==> config.mk <==
export PLATFORM = sky130hd
export DESIGN_NAME = run_ctrl_flat
export DESIGN_NICKNAME = d
export VERILOG_FILES = /design/src/rtl/run_ctrl_if.sv /design/src/rtl/run_ctrl.sv /design/src/flat_wrapper.sv
export SDC_FILE = /design/constraint.sdc
export NUM_CORES = 1
export LEC_CHECK = 0
export ABC_CLOCK_PERIOD_IN_PS = 2600
export BUFFER_PORTS_ARGS = -buffer_cell sky130_fd_sc_hd__buf_2
export CORE_AREA = 2 2 89 66
export DETAILED_ROUTE_END_ITERATION = 8
export DIE_AREA = 0 0 91 68
export MAX_ROUTING_LAYER = met4
export PLACE_DENSITY = 0.67
export RECOVER_POWER = 25
export SLEW_MARGIN = 20
export SYNTH_ARGS = -nofsm -noshare
export SYNTH_HDL_FRONTEND = slang
export SYNTH_SLANG_ARGS = --single-unit
==> constraint.sdc <==
create_clock -name clk -period 2.6 [get_ports clk]
set_clock_uncertainty 0.05 [all_clocks]
set_input_delay 0.13 -clock clk [delete_from_list [all_inputs] [get_ports clk]]
set_output_delay 0.13 -clock clk [all_outputs]
set_load 0.05 [all_outputs]
==> src/rtl/run_ctrl_if.sv <==
`default_nettype none
// ============================================================================
//  Module      : run_ctrl_if
//  Description : Host / processor-facing signal bundle of the run controller.
//                The master side (host plus processor top level) drives the
//                requests; the slave side (run_ctrl) drives start and results.
//  Revision    : 1.0 - initial release
// ============================================================================
interface run_ctrl_if #(
    parameter int CNT_W = 16
);
    logic             go;
    logic             done;
    logic             result_ack;
    logic             start;
    logic             busy;
    logic             result_valid;
    logic [CNT_W-1:0] cycles;
    logic             timed_out;
    logic [7:0]       runs;

    modport master (
        output go, done, result_ack,
        input  start, busy, result_valid, cycles, timed_out, runs
    );

    modport slave (
        input  go, done, result_ack,
        output start, busy, result_valid, cycles, timed_out, runs
    );
endinterface

`default_nettype wire

==> src/rtl/run_ctrl.sv <==
`default_nettype none
// ============================================================================
//  Module      : run_ctrl
//  Description : Run controller in front of the processor top level. On a go
//                request it holds the core in reset for SETTLE cycles, lets it
//                run until done or TIMEOUT, then freezes it and offers the
//                cycle count / timeout flag to the host under valid/ack.
//  Revision    : 1.0 - initial release
// ============================================================================
module run_ctrl #(
    parameter int CNT_W   = 16,
    parameter int TIMEOUT = 4000,
    parameter int SETTLE  = 2
) (
    input  wire logic   clk,
    input  wire logic   rst_n,
    run_ctrl_if.slave   bus
);

    localparam logic [1:0] c_ST_IDLE  = 2'd0;
    localparam logic [1:0] c_ST_RESET = 2'd1;
    localparam logic [1:0] c_ST_RUN   = 2'd2;
    localparam logic [1:0] c_ST_HOLD  = 2'd3;

    localparam int               c_SET_W       = (SETTLE > 1) ? $clog2(SETTLE) : 1;
    localparam logic [c_SET_W-1:0] c_SETTLE_LD = c_SET_W'(SETTLE - 1);
    // One bit wider than the counter so count+1 can never alias TIMEOUT.
    localparam logic [CNT_W:0]   c_TIMEOUT_EXT = (CNT_W + 1)'(TIMEOUT);
    localparam logic [CNT_W-1:0] c_TIMEOUT_CNT = CNT_W'(TIMEOUT);

    logic [1:0]         r_state;
    logic [1:0]         w_state_nxt;
    logic [c_SET_W-1:0] r_settle;
    logic [CNT_W-1:0]   r_count;
    logic [CNT_W:0]     w_count_inc;
    logic               w_hit_to;

    logic               r_start;
    logic               r_busy;
    logic               r_result_valid;
    logic [CNT_W-1:0]   r_cycles;
    logic               r_timed_out;
    logic [7:0]         r_runs;

    logic               w_start_nxt;
    logic               w_busy_nxt;
    logic               w_result_valid_nxt;

    assign w_count_inc = {1'b0, r_count} + {{CNT_W{1'b0}}, 1'b1};
    assign w_hit_to    = (w_count_inc == c_TIMEOUT_EXT);

    // State register.
    always_ff @(posedge clk or negedge rst_n) begin
        if (!rst_n) begin
            r_state <= c_ST_IDLE;
        end else begin
            r_state <= w_state_nxt;
        end
    end

    // Next-state decode; go, done and ack only matter in their own state.
    always_comb begin
        w_state_nxt = r_state;
        case (r_state)
            c_ST_IDLE:  if (bus.go)                w_state_nxt = c_ST_RESET;
            c_ST_RESET: if (r_settle == '0)        w_state_nxt = c_ST_RUN;
            c_ST_RUN:   if (bus.done || w_hit_to)  w_state_nxt = c_ST_HOLD;
            c_ST_HOLD:  if (bus.result_ack)        w_state_nxt = c_ST_IDLE;
            default:                               w_state_nxt = c_ST_IDLE;
        endcase
    end

    // Output decode from the next state so the registered outputs track the state.
    always_comb begin
        w_start_nxt        = (w_state_nxt == c_ST_RUN);
        w_busy_nxt         = (w_state_nxt == c_ST_RESET) || (w_state_nxt == c_ST_RUN);
        w_result_valid_nxt = (w_state_nxt == c_ST_HOLD);
    end

    // Registered control outputs.
    always_ff @(posedge clk or negedge rst_n) begin
        if (!rst_n) begin
            r_start        <= 1'b0;
            r_busy         <= 1'b0;
            r_result_valid <= 1'b0;
        end else begin
            r_start        <= w_start_nxt;
            r_busy         <= w_busy_nxt;
            r_result_valid <= w_result_valid_nxt;
        end
    end

    // Settle/cycle counters and the result registers presented to the host.
    always_ff @(posedge clk or negedge rst_n) begin
        if (!rst_n) begin
            r_settle    <= '0;
            r_count     <= '0;
            r_cycles    <= '0;
            r_timed_out <= 1'b0;
            r_runs      <= 8'd0;
        end else begin
            case (r_state)
                c_ST_IDLE: begin
                    if (bus.go) begin
                        r_settle    <= c_SETTLE_LD;
                        r_cycles    <= '0;
                        r_timed_out <= 1'b0;
                    end
                end
                c_ST_RESET: begin
                    r_count <= '0;
                    if (r_settle != '0) begin
                        r_settle <= r_settle - 1'b1;
                    end
                end
                c_ST_RUN: begin
                    if (bus.done) begin
                        r_cycles    <= r_count;
                        r_timed_out <= 1'b0;
                    end else if (w_hit_to) begin
                        r_cycles    <= c_TIMEOUT_CNT;
                        r_timed_out <= 1'b1;
                    end else begin
                        r_count <= r_count + 1'b1;
                    end
                end
                c_ST_HOLD: begin
                    if (bus.result_ack) begin
                        r_runs <= r_runs + 8'd1;
                    end
                end
                default: begin
                    r_count <= '0;
                end
            endcase
        end
    end

    assign bus.start        = r_start;
    assign bus.busy         = r_busy;
    assign bus.result_valid = r_result_valid;
    assign bus.cycles       = r_cycles;
    assign bus.timed_out    = r_timed_out;
    assign bus.runs         = r_runs;

endmodule

`default_nettype wire

==> src/flat_wrapper.sv <==
// flat-port wrapper written by rule: the top's interface ports become plain ports
module run_ctrl_flat 
#(
    parameter int CNT_W   = 16,
    parameter int TIMEOUT = 4000,
    parameter int SETTLE  = 2
)
  (clk, rst_n, bus_go, bus_done, bus_result_ack, bus_start, bus_busy, bus_result_valid, bus_cycles, bus_timed_out, bus_runs);
  run_ctrl_if #(.CNT_W(CNT_W)) bus_i ();
  input  wire logic clk;
  input  wire logic rst_n;
  input wire logic [$bits(bus_i.go)-1:0] bus_go;
  input wire logic [$bits(bus_i.done)-1:0] bus_done;
  input wire logic [$bits(bus_i.result_ack)-1:0] bus_result_ack;
  output wire logic [$bits(bus_i.start)-1:0] bus_start;
  output wire logic [$bits(bus_i.busy)-1:0] bus_busy;
  output wire logic [$bits(bus_i.result_valid)-1:0] bus_result_valid;
  output wire logic [$bits(bus_i.cycles)-1:0] bus_cycles;
  output wire logic [$bits(bus_i.timed_out)-1:0] bus_timed_out;
  output wire logic [$bits(bus_i.runs)-1:0] bus_runs;
  assign bus_i.go = bus_go;
  assign bus_i.done = bus_done;
  assign bus_i.result_ack = bus_result_ack;
  assign bus_start = bus_i.start;
  assign bus_busy = bus_i.busy;
  assign bus_result_valid = bus_i.result_valid;
  assign bus_cycles = bus_i.cycles;
  assign bus_timed_out = bus_i.timed_out;
  assign bus_runs = bus_i.runs;
  run_ctrl #(.CNT_W(CNT_W), .TIMEOUT(TIMEOUT), .SETTLE(SETTLE)) u_core (.clk(clk), .rst_n(rst_n), .bus(bus_i));
endmodule
# ---- Yosys cells after proc, flatten, opt, wreduce, memory -nomap -nowiden
# Index checks and enable logic that the tools add are counted.
dict set report classes {
  n_addsub 4
  reduce_logical 10
  n_eq_ne 11
  n_mux 19
}
# op n
set op_table {}
lappend op_table {{2-to-1 mux 16 bit} 5}
lappend op_table {{one-hot mux 16 bit (2 select lines)} 2}
lappend op_table {{adder 16 x 1 -> 17 bit, second input constant} 1}
lappend op_table {{equality test 17 x 12 -> 1 bit, second input constant} 1}
lappend op_table {{adder 16 x 1 -> 16 bit, second input constant} 1}
lappend op_table {{adder 8 x 1 -> 8 bit, second input constant} 1}
lappend op_table {{equality test 2 bit, second input constant} 4}
lappend op_table {{2-to-1 mux 2 bit} 4}
lappend op_table {{one-hot mux 2 bit (4 select lines)} 1}
lappend op_table {{inequality test 2 bit, second input constant} 3}
lappend op_table {{AND reduction 3 bit} 2}
lappend op_table {{nonzero test 2 bit} 3}
lappend op_table {{2-to-1 mux 1 bit} 5}
lappend op_table {{equality test 2 x 1 -> 1 bit, second input constant} 2}
lappend op_table {{one-hot mux 1 bit (2 select lines)} 2}
lappend op_table {{AND reduction 2 bit} 2}
lappend op_table {{inequality test 3 x 2 -> 1 bit, second input constant} 1}
lappend op_table {{logical NOT 2 bit} 1}
lappend op_table {{logical OR 1 bit} 2}
lappend op_table {{subtractor 1 bit, second input constant} 1}
dict set report totals {
  output_inout_bits 28
  input_bits 5
  wordCells 53
  ff_bits 47
}

# ---- Logic depth before layout (Yosys ltp)
dict set report logic_depth {
  word_depth 7
  mapped_depth 11
  depth_no_buf 9
}

# ---- Worst setup path before layout
# OpenSTA, ideal clock, no wires.
dict set report synth_timing {
  kind {register -> register}
  from {register u_core.r_count[0]}
  to {register u_core.r_busy, in the netlist u_core.bus.busy}
  stages_incl_launch_ff 12
  setup_time_ns 0.113
  n_path_buf 2
  arrival_ns 2.137
  path_slack_ns 0.300
  required_ns 2.437
  period_less_slack_ns 2.300
  cell_sequence {dfrtp_1 > ha_1 > and4_1 > buf_4 > xnor2_1 > a31o_1 > a31o_2 > nand2b_4 > buf_6 > and2_1 > ha_1 > inv_1}
}
dict set report synth_between {
  elab_chain_cells 7
  elab_cells_between_ends 8
  cone_classes {1 x add/sub; 3 x eq/ne; 2 x mux; 2 x reduce/logical}
}
# element line_no
set synth_lines {}
lappend synth_lines {{from (decl)} run_ctrl.sv:34} ;# logic [CNT_W-1:0] r_count;
lappend synth_lines {{from (signal assigned)} run_ctrl.sv:124} ;# r_count <= r_count + 1'b1;
lappend synth_lines {{adder 16 x 1 -> 17 bit (*)} run_ctrl.sv:49} ;# assign w_count_inc = {1'b0, r_count} + {{CNT_W{1'b0}}, 1'b1};
lappend synth_lines {{equality test 17 x 12 -> 1 bit (*)} run_ctrl.sv:50} ;# assign w_hit_to = (w_count_inc == c_TIMEOUT_EXT);
lappend synth_lines {{logical OR 1 bit (*)} run_ctrl.sv:67} ;# c_ST_RUN: if (bus.done || w_hit_to) w_state_nxt = c_ST_HOLD;
lappend synth_lines {{2-to-1 mux 2 bit (*)} run_ctrl.sv:67}
lappend synth_lines {{one-hot mux 2 bit (4 select lines) (*)} run_ctrl.sv:64} ;# case (r_state)
lappend synth_lines {{equality test 2 x 1 -> 1 bit / equality test 2 bit (equally long branches)} run_ctrl.sv:76} ;# w_busy_nxt = (w_state_nxt == c_ST_RESET) || (w_state_nxt == c_ST_RUN);
lappend synth_lines {{logical OR 1 bit (*)} run_ctrl.sv:76}
lappend synth_lines {{named net u_core.w_busy_nxt} run_ctrl.sv:46} ;# logic w_busy_nxt;
lappend synth_lines {{to (signal assigned)} run_ctrl.sv:88} ;# r_busy <= w_busy_nxt;
lappend synth_lines {{to (decl)} run_ctrl.sv:39} ;# logic r_busy;
# Mark *: on every way through the listed nets, which the timed path passes. The rest lies on a longest branch.
# A chain may end at the register's enable or synchronous reset.

# ---- Final worst setup path
dict set report layout_timing {
  from {register u_core.r_count[8]}
  to {register u_core.r_busy, in the netlist u_core.bus.busy}
}
# Same word-level chain as after synthesis.

==> results <==
- For the worst-skew pair, the clock arrives at the later sink with an insertion delay of 0.30 ns.
- The total global routing overflow is 0.
- Prior to clock tree synthesis, the placed netlist has a worst setup slack of 0.109 ns.
- VDD sags by at most 0.635 mV.
- The remaining routing DRC violations is 0.
- The kind of launch point of the worst setup path is a flop.
- The first routing iteration left slightly below 300 violations.
- Post-CTS timing repair inserted 0 buffers for setup.
- The area of the core is about 5400 um2.
- The family with the most delay on the worst path is compound AO/OA/AOI/OAI gates.
- After detailed placement, the design holds a cell count of between 300 and 400.
- The vertical die dimension is between 60 and 70 um.
- The library cells used most frequently in the layout, excluding fill and tap cells, are 45 x dfrtp_1, 42 x nand2_1, 31 x buf_2, 12 x a22o_1, 12 x buf_4.
- For this run, the number of standard cells in the final layout without fillers is about 360.
- The run finished with clean final reports.
- The synthesized net count is about 250.
- The number of violations of the max-capacitance limit is 0.
- Setup violations remaining at the end of the flow were counted as 0.
- The total non-filler cell area in the finished layout is between 2000 and 3000 um2.
- For this run, the slowest stage of the critical path takes between 0.5 and 0.6 ns.
- The number of max-slew violations in the final report is 0.
- During I/O placement, the number of pins put on the boundary was 33.
- Synthesis produced a netlist whose cell count is ~240.
- Clock tree synthesis inserted a total of 5 buffers.
- The startpoint-to-endpoint class of the critical path is flop to flop.
- The clock root buffer master is clkbuf_8.
- The via count of the routed design is between 2000 and 2500.
- For this run, the leading register cell type out of synthesis is dfrtp_1.
- The post-layout net count is about 290.
- The first global-routing pass estimated between 10000 and 15000 um of wire.
- The Yosys warning count is 0.
- In this run the critical register-to-register path is launched from u_core.r_count[8].
- Dividing the detail-routed via count by the number of cells gives between 5 and 6.
- The largest net degree at the start of global routing is 48.
- Timing would allow up to approximately 0.40 GHz.
- The floorplan has 23 rows.
- Of all nets on the critical path, the largest fanout is 10.
- The worst hold path belongs to the class input port to flop.
- The required arrival time at the worst endpoint is 2.75 ns.
- The beginning of the worst hold path is bus_result_ack.
- The width of the chip is 91 um.
- The library cell used most frequently in the layout, excluding fill and tap cells, is dfrtp_1.
- The count of endpoints failing hold in the final timing report came to 0.
- In the final layout, the share of cells above drive strength 1 is 0.246.
- The die covers 6190 um2.
- The synthesized design spends more area on one cell type than any other, namely dfrtp_1.
- The count of flip-flops with a built-in enable after synthesis is 0.
- For this run, the detailed router's first-pass iteration total came to 5.
- STA puts the critical path data arrival time at roughly 2.7 ns.
- For this run, the register share of the synthesized area comes to 0.476.
- The distinct cell type count of the synthesized netlist is 54.
- Across every metal layer, demand over resource in global routing totals 0.232.
- Traced cell by cell, the critical path runs through and4_1 > a22oi_1 > a2111oi_4 > a31o_2 > nand2b_4 > and2_1 > ha_1 > inv_1.
- For the final routed database, the setup TNS stands at 0 ns.
- From synthesis to final layout, the design area changed by 17.0%.
- The total power of the final layout is between 2 and 3 mW.
- The repair_antennas step left the layout with diodes totalling 0.
- The HPWL after detailed placement is 4590 um.
- The total wire length is roughly 6500 um.
- No sink is reached through more buffers than the 2 on the longest clock path.
- A synthesized cell averages slightly above 10 um2.
- Setup slack on the critical path of the routed design comes to between 0.07 and 0.08 ns.
- The number of antenna violations at the first check in global routing was 0.
- The number of global-route vias before repair was slightly below 2000.
- In the post-synthesis netlist, the biggest area contributors are dfrtp_1 48%, nand2_1 6.4%, a22o_1 4.3%.
- In this run the cell area of the synthesized design comes to around 2500 um2.
- The average routed wire per standard cell is around 18 um.
- The clock transition time at the flip-flop clock pins of the worst setup and hold paths is 0.09 ns.
- In the finished design, the share of the clock period the worst path needs comes to 0.971.
- The share of the synthesized area in the top cell type is 0.476.
- The worst setup path is captured at a flop.
- After synthesis, the share of flip-flops with an asynchronous set or reset is 1.00.
- TritonCTS built the clock tree.
- Counting flops and latches in the post-synthesis netlist gives 47.
- The transition time at the pin with the least slew margin is between 1 and 1.5 ns.
- The instance area at placement is between 2000 and 3000 um2.
- The leakage power summed over all cells is about 1.3 nW.
- Together, buffers and inverters on the worst path number 1.
- Counting every sink on the clock net gives 47.
- The critical path starts at u_core.r_count[8].
- The final weighted congestion in routability-driven placement is 0.916.
- The power density over the cells is about 1000 nW/um2.
- During placement, the flow inserted port buffers numbering 32.
- The worst relative slew slack is 0.224.
- The residual antenna-violating net count after detailed routing is 0.
- The maximum level of the CTS H-tree is 2.
- Setup repair after global routing left no endpoint under its margin.
- The time the worst path needs with I/O delays and setup is 2.52 ns.
- The slowest stage of the critical path is the dfrtp_1 cell.
- The initial utilization of the core area, before any placement, comes to 0.456.
cell type report:
type	count	area [um2]
clock buffers	5	68.8
clock inverters	3	67.6
fillers	506	2520
inverters	6	22.5
multi-input cells	178	1200
flip-flops and latches	47	1180
well taps	75	93.8
repair buffers	45	260
final timing paths:
check / end / slack (ns) / cells after the start
min in group asynchronous: u_core.r_count[3] / 0.53 / 2
worst min-delay path: u_core.bus.result_valid / 0.08 / 4
worst min register to register: u_core.bus.runs[7] / 0.43 / 1
max in group asynchronous: u_core.r_count[1] / 1.19 / 2
worst max-delay path: u_core.bus.busy / 0.08 / 8
worst max register to register: u_core.bus.busy / 0.08 / 8
per-stage QoR:
| step | utilization | hold WS, ns |
|---|---|---|
| floorplan | - | -0.216 |
| global placement | 0.506 | 0.339 |
| detailed placement | 0.506 | 0.338 |
| CTS | 0.531 | 0.00770 |
| global route | 0.534 | 0.111 |
| finish | 0.534 | 0.0821 |
logic make-up after synthesis:
logic type / Yosys count / share of synthesized area
AO/OA/AOI/OAI: 59 / 0.194
XOR/XNOR: 9 / 0.0319
adder cells (fa/ha/maj): 3 / 0.0152
buffers and inverters: 19 / 0.0390
flip-flops: 47 / 0.476
multiplexers: 6 / 0.0248
AND/OR/NAND/NOR: 101 / 0.218
where the power goes:
group | internal [mW] | switching (mW) | total (mW)
clock | 0.384 | 0.260 | 0.644
sequential | 0.891 | 0.159 | 1.05
combinational | 0.341 | 0.895 | 1.24
what timing repair did:
| item | in CTS | in global routing |
|---|---|---|
| resized for setup | 0 | 3 |
| hold buffers | 0 | 1 |
| endpoints found under the hold margin | 0 | 47 |
| setup endpoints to repair | 0 | 10 |
synth_stat cells, types with 2 or more instances:
cell,count
a21oi_1,8
a22o_1,12
a31o_1,2
a31o_2,2
a32o_1,2
and2_1,2
and3_1,3
and4_1,3
buf_2,2
buf_4,4
clkbuf_1,6
clkinv_1,2
dfrtp_1,47
ha_1,3
inv_1,4
mux2i_1,5
nand2_1,42
nand3_1,9
nand4_1,9
nor2_1,11
nor2b_1,2
nor3_1,4
nor4_1,5
o211ai_1,3
o21a_1,2
o21ai_0,7
o221ai_1,6
o311ai_1,3
o31ai_1,2
xnor2_1,7
xor2_1,2
tightest hold or removal path, stage by stage:
cell     delay [ns]
buf_2          0.09
nand2_1        0.06
nand2_1        0.08
a21oi_1        0.04
layer usage:
metal,global-route usage,part of all wire,vias to the layer above
met3,0.0573,0.084,10
met1,0.344,0.49,1017
met5,-,0,-
met2,0.319,0.42,113
met4,0.0492,0.012,0
li1,-,-,986
state kept, by name, summed over array words and instances, names as in the netlist:
signal,cells
u_core.bus.cycles,16
u_core.r_count,16
u_core.bus.runs,8
u_core.r_state,2
u_core.bus.busy,1
u_core.bus.result_valid,1
u_core.bus.start,1
u_core.bus.timed_out,1
u_core.r_settle,1
No activity file was read; power rests on OpenSTA's default activity.
